**src/rtl/sprite_pixel_mixer.sv**
```systemverilog
// Two-stage sprite mixer: stage 0 resolves wrapped sprite hits, stage 1 keys/prioritises BRAM colours.
// Define SPRITE_COLLIDE_EN to build the per-frame sprite collision flag.
module sprite_pixel_mixer #(
  parameter int unsigned SCR_W     = 320,
  parameter int unsigned SCR_H     = 240,
  parameter int unsigned SPR_W     = 20,
  parameter int unsigned SPR_H     = 20,
  parameter logic [11:0] KEY_COLOR = 12'h000,
  parameter logic [11:0] BG_COLOR  = 12'h000
) (
  input  logic        clk,
  input  logic        rst,
  input  logic        valid,
  input  logic        hsync_in,
  input  logic        vsync_in,
  input  logic [9:0]  h_cnt,
  input  logic [9:0]  v_cnt,
  input  logic [9:0]  pos_h,
  input  logic [9:0]  pos_v,
  input  logic [9:0]  pos_h_m,
  input  logic [9:0]  pos_v_m,
  input  logic [11:0] pixel,
  input  logic [11:0] pixel_m,
  output logic [3:0]  vgaRed,
  output logic [3:0]  vgaGreen,
  output logic [3:0]  vgaBlue,
  output logic        hsync,
  output logic        vsync,
  output logic        collide
);

  localparam logic [10:0] SW_L  = 11'(SCR_W);
  localparam logic [10:0] SH_L  = 11'(SCR_H);
  localparam logic [10:0] SPW_L = 11'(SPR_W);
  localparam logic [10:0] SPH_L = 11'(SPR_H);

  // Both operands are below the modulus in the visible area, so one subtraction suffices.
  function automatic logic [10:0] wrap_add(input logic [9:0] a, input logic [9:0] b,
                                           input logic [10:0] m);
    logic [10:0] s;
    s = {1'b0, a} + {1'b0, b};
    if (s >= m) s = s - m;
    return s;
  endfunction

  logic        hit0_d, hit1_d;
  logic        hit0_q, hit1_q, valid0_q, hs0_q, vs0_q;
  logic        opaque0, opaque1;
  logic [11:0] rgb_d, rgb_q;
  logic        hs1_q, vs1_q;

  always_comb begin
    hit0_d = (wrap_add(h_cnt, pos_h, SW_L) < SPW_L) && (wrap_add(v_cnt, pos_v, SH_L) < SPH_L);
    hit1_d = (wrap_add(h_cnt, pos_h_m, SW_L) < SPW_L) && (wrap_add(v_cnt, pos_v_m, SH_L) < SPH_L);
  end

  always_ff @(posedge clk) begin
    if (rst) begin
      hit0_q   <= 1'b0;
      hit1_q   <= 1'b0;
      valid0_q <= 1'b0;
      hs0_q    <= 1'b1;
      vs0_q    <= 1'b1;
    end else begin
      hit0_q   <= hit0_d;
      hit1_q   <= hit1_d;
      valid0_q <= valid;
      hs0_q    <= hsync_in;
      vs0_q    <= vsync_in;
    end
  end

  always_comb begin
    opaque0 = hit0_q && (pixel != KEY_COLOR);
    opaque1 = hit1_q && (pixel_m != KEY_COLOR);
    rgb_d   = BG_COLOR;
    if (!valid0_q)    rgb_d = '0;
    else if (opaque0) rgb_d = pixel;
    else if (opaque1) rgb_d = pixel_m;
  end

  always_ff @(posedge clk) begin
    if (rst) begin
      rgb_q <= '0;
      hs1_q <= 1'b1;
      vs1_q <= 1'b1;
    end else begin
      rgb_q <= rgb_d;
      hs1_q <= hs0_q;
      vs1_q <= vs0_q;
    end
  end

  assign vgaRed   = rgb_q[11:8];
  assign vgaGreen = rgb_q[7:4];
  assign vgaBlue  = rgb_q[3:0];
  assign hsync    = hs1_q;
  assign vsync    = vs1_q;

`ifdef SPRITE_COLLIDE_EN
  logic acc_d, acc_q, collide_d, collide_q, coll_px, vs_fall;

  // vs1_q holds the previous stage-0 vsync, so this is a falling edge of stage-0 vsync.
  always_comb begin
    coll_px   = valid0_q && opaque0 && opaque1;
    vs_fall   = vs1_q && !vs0_q;
    acc_d     = acc_q | coll_px;
    collide_d = collide_q;
    if (vs_fall) begin
      collide_d = acc_q;
      acc_d     = coll_px;
    end
  end

  always_ff @(posedge clk) begin
    if (rst) begin
      acc_q     <= 1'b0;
      collide_q <= 1'b0;
    end else begin
      acc_q     <= acc_d;
      collide_q <= collide_d;
    end
  end

  assign collide = collide_q;
`else
  assign collide = 1'b0;
`endif

endmodule
```
**config.mk**
```make
export PLATFORM = sky130hd
export DESIGN_NAME = sprite_pixel_mixer
export DESIGN_NICKNAME = d
export VERILOG_FILES = /design/src/rtl/sprite_pixel_mixer.sv
export SDC_FILE = /design/constraint.sdc
export NUM_CORES = 1
export LEC_CHECK = 0
export ABC_AREA = 1
export BUFFER_PORTS_ARGS = -buffer_cell sky130_fd_sc_hd__buf_2
export CAP_MARGIN = 10
export CORE_AREA = 2 2 95 97
export CTS_BUF_LIST = sky130_fd_sc_hd__clkbuf_8
export CTS_CLUSTER_DIAMETER = 100
export DETAILED_ROUTE_END_ITERATION = 10
export DIE_AREA = 0 0 97 99
export PLACE_DENSITY = 0.74
export SYNTH_ARGS = -nofsm -noshare
export SYNTH_HDL_FRONTEND = slang
export SYNTH_SLANG_ARGS = --single-unit
```
**constraint.sdc**
```tcl
create_clock -name clk -period 3.2 [get_ports clk]
set_clock_uncertainty 0.15 [all_clocks]
set_input_delay 0.64 -clock clk [delete_from_list [all_inputs] [get_ports clk]]
set_output_delay 0.64 -clock clk [all_outputs]
set_load 0.05 [all_outputs]
```
==> impl_results.md <==
- Hold Path Class: reg2reg
- Gr usage total: 19.3%
- Setup crit end kind: flip-flop
- Post-CTS setup buffer count: 0
- H-tree depth: 1
- Clock root cell: clkbuf_8
- Outcome: completed
- Final-report max-slew violation count: 0
- Crit path max fanout: 4
- Final setup fails: 0
- Starting Density: 43.7%
- Max Cap Viol: 0
- Io pins: 104
- Die width: 97 um
- Wire length per cell: 11.0 um
- Worst VDD drop: 112 uV
- Critical Path RT: 3.24 ns
- Core ar.: 0.00855 sq mm
- Post-Synth Simple-Gate Area: 49.9%
- Internal power: 0.000623 W
- Port buffer count: 102
- Area of the mapped netlist: 0.00373 sq mm
- Clock-pin slew on the worst setup and hold paths: 0.07 ns
- Warnings from Yosys: 0
- Psw: 0.000554 W
- DR iter-0 viols: 157
- Worst R2R Start: hit1_q$_SDFF_PP0_
- Cts hold-fix bufs: 0
- Flop pwr share: 20.4%
- Number of distinct library cells after synthesis: 36
- Worst setup path start: h_cnt[0]
- Post-Layout Cell Count: 857
- Post-synthesis mux area share: 0%
- Combinational power share: 66.2%
- Switching part of the total: 47.1%
- Detailed Place HPWL: 8350 um
- Placed cell count: 853
- Total clock buffers created by CTS: 3
- Synth Flop Type: dfxtp_1
- CTS resizes: 0
- Vias in the first global route: 3965
- Diode count: 0
- Hold Violations, Final: 0
- Drc violations: 0
- Avg Vias per Cell: 4.93
- Via Count: 4227
- Share of cells above drive strength 1: 21.6%
- Fillers: 900
- Total detailed-routing wirelength: 9430 um
- Die area: 0.00960 sq mm
- R2R setup slack: 1.60 ns
- Clk buf depth: 2
- Synth Area in XOR/XNOR: 2.82%
- RSZ-0062 raised after global routing: no
- Tmin final: 2.91 ns
- Final net count: 889
- Die height: 99 um
- Skew-Pair Late Insertion Delay: 0.25 ns
- Sequential area share after synthesis: 10.2%
- Hold_sp: vs0_q$_SDFF_PP1_
- F_max: 343 MHz
- Drt pass-1 iters: 4
- CTS tree: built
- Pin count of the biggest net entering global routing: 25
- Gate Count Post-Synth: 647
- Largest family of logic cells by synthesized area: simple AND/OR/NAND/NOR gates
- Final global-route overflow total: 0
- Post-Syn Nets: 786
- Clk pwr share: 13.4%
- Tightest Pin Transition: 1.00 ns
- Placer congestion estimate: 0.892
- Max_slew headroom: 33.0%
- Synth-to-layout area growth: 18.3%
- Complex-gate fraction of the synthesized area: 8.81%
- Sinks on Clock Net: 19
- Row count: 34
- Power per standard cell area: 266 mW/mm^2
- CP Launch Type: input port
- WP data arrival: 2.96 ns
- First-pass GRT wire length: 16300 um
- Synth Area in Adders: 17.6%
- Post-synthesis async set-or-reset flop share: 0%
- Post-route ant nets: 0
- Post-Route Utilization: 51.7%
- Avg Inst Size Synth: 5.77 sq um
- Synth Register Bits: 19
- Crit share post-route: 91.0%
- Lkg Pwr: 2.51 nW
- EDFF count, synth: 0
- Worst Setup Path Type: in2reg
- Antenna violations before repair: 0
[Yosys cell counts, types with 7 or more instances]
cell,number,share of area (%)
nand4_1,11,1.8
ha_1,46,15
nand2_1,215,22
nor2_1,47,4.7
inv_1,97,9.8
a21oi_1,26,3.5
nor2_2,7,1.2
o21ai_0,18,2.4
nand3_1,65,8.7
nand2_2,19,3.2
nand3_2,10,2.7
dfxtp_1,19,10
[sequential cells by signal, summed over array words and instances, names as in the netlist]
register,cells
hit0_q,1
hit1_q,1
hs0_q,1
hsync,1
rgb_q,12
valid0_q,1
vs0_q,1
vsync,1
[power by group through the flow]
stage	Clock [W]	Sequential (W)	Combinational [W]
2_1_floorplan	0	0.000250	0.000579
3_3_place_gp	0	0.000246	0.000757
3_5_place_dp	0	0.000246	0.000774
4_1_cts	0.000166	0.000240	0.000777
5_1_grt	0.000173	0.000240	0.000896
6_report	0.000158	0.000240	0.000778
[path summary, 6_finish.rpt]
path / to / cells past startpoint
max reg2reg: rgb_q[10]$_SDFF_PP0_ / 4
min: vsync$_SDFF_PP1_ / 1
min reg2reg: vsync$_SDFF_PP1_ / 1
max: hit1_q$_SDFF_PP0_ / 20
[through the flow]
| stage | setup TNS (ns) | hold WS, ns | area (sq um) | worst slack, ns | total power (W) |
|---|---|---|---|---|---|
| floorplan | 0 | 0.239 | 3730 | 0.347 | 0.000829 |
| global placement | 0 | 0.241 | 4360 | 0.0849 | 0.00100 |
| detailed placement | -0.0339 | 0.242 | 4360 | -0.0339 | 0.00102 |
| CTS | 0 | 0.260 | 4410 | 0.225 | 0.00118 |
| global route | 0 | 0.274 | 4420 | 0.0286 | 0.00131 |
| finish | 0 | 0.258 | 4420 | 0.286 | 0.00118 |
[metal layers]
metal	global-route usage, %	share of wire, %	wire length (um)
met4	2.49	0.45	42
met3	1.63	4.7	447
met2	37.0	49	4670
met5	0	0	0
met1	24.1	45	4270
[cells in the final DEF, fill, tap and decap left out, types with 2 or more instances in the layout]
cell type | synthesis | routed
nand3b_1 | 6 | 6
inv_1 | 97 | 98
nor4_1 | 6 | 6
xor2_1 | 6 | 6
or2_2 | 6 | 6
nand3_1 | 65 | 65
nand2_1 | 215 | 215
nor2_2 | 7 | 7
nand3_2 | 10 | 10
nand4_1 | 11 | 11
a21oi_2 | 3 | 3
nand2_2 | 19 | 19
dfxtp_1 | 19 | 19
a21oi_4 | 2 | 2
o21bai_1 | 4 | 4
o21ai_0 | 18 | 18
nor2_1 | 47 | 47
nor3_1 | 4 | 3
buf_2 | 0 | 102
ha_1 | 46 | 45
a31oi_1 | 2 | 2
clkbuf_8 | 0 | 3
a21oi_1 | 26 | 26
nor2_4 | 3 | 3
xnor2_1 | 6 | 6
inv_2 | 2 | 2
fa_1 | 4 | 4
[cell type report]
cell class	count	area (sq um)	share of cell area (%)
clock buffer	3	41.3	0.935
tap	108	135	3.06
multi-input combinational	523	2960	67.1
timing repair buffer	103	518	11.7
clock inverter	1	3.75	0.0850
sequential	19	380	8.61
inverter	100	375	8.50
[critical path: stages]
cell	delay (ns)
buf_2	0.10
ha_2	0.20
inv_1	0.06
fa_1	0.39
inv_1	0.10
nand2_1	0.07
nand4_1	0.07
nand2_1	0.10
inv_1	0.07
ha_1	0.16
nand2_1	0.07
nor3_2	0.17
nand3_1	0.09
nor2_1	0.14
nand3_1	0.11
nand3_1	0.12
nor2_1	0.04
nor2_1	0.10
nand3_1	0.08
nor2_2	0.07
[logic make-up (layout without fill, tap and decap cells)]
group                    count (synthesis)  after routing
flip-flops                              19             19
adder cells (fa/ha/maj)                 50             50
other                                    1              1
buffers and inverters                  105            207
AO/OA/AOI/OAI                           56             56
XOR/XNOR                                12             12
AND/OR/NAND/NOR                        404            404
Power figures use the tool's default switching activity.
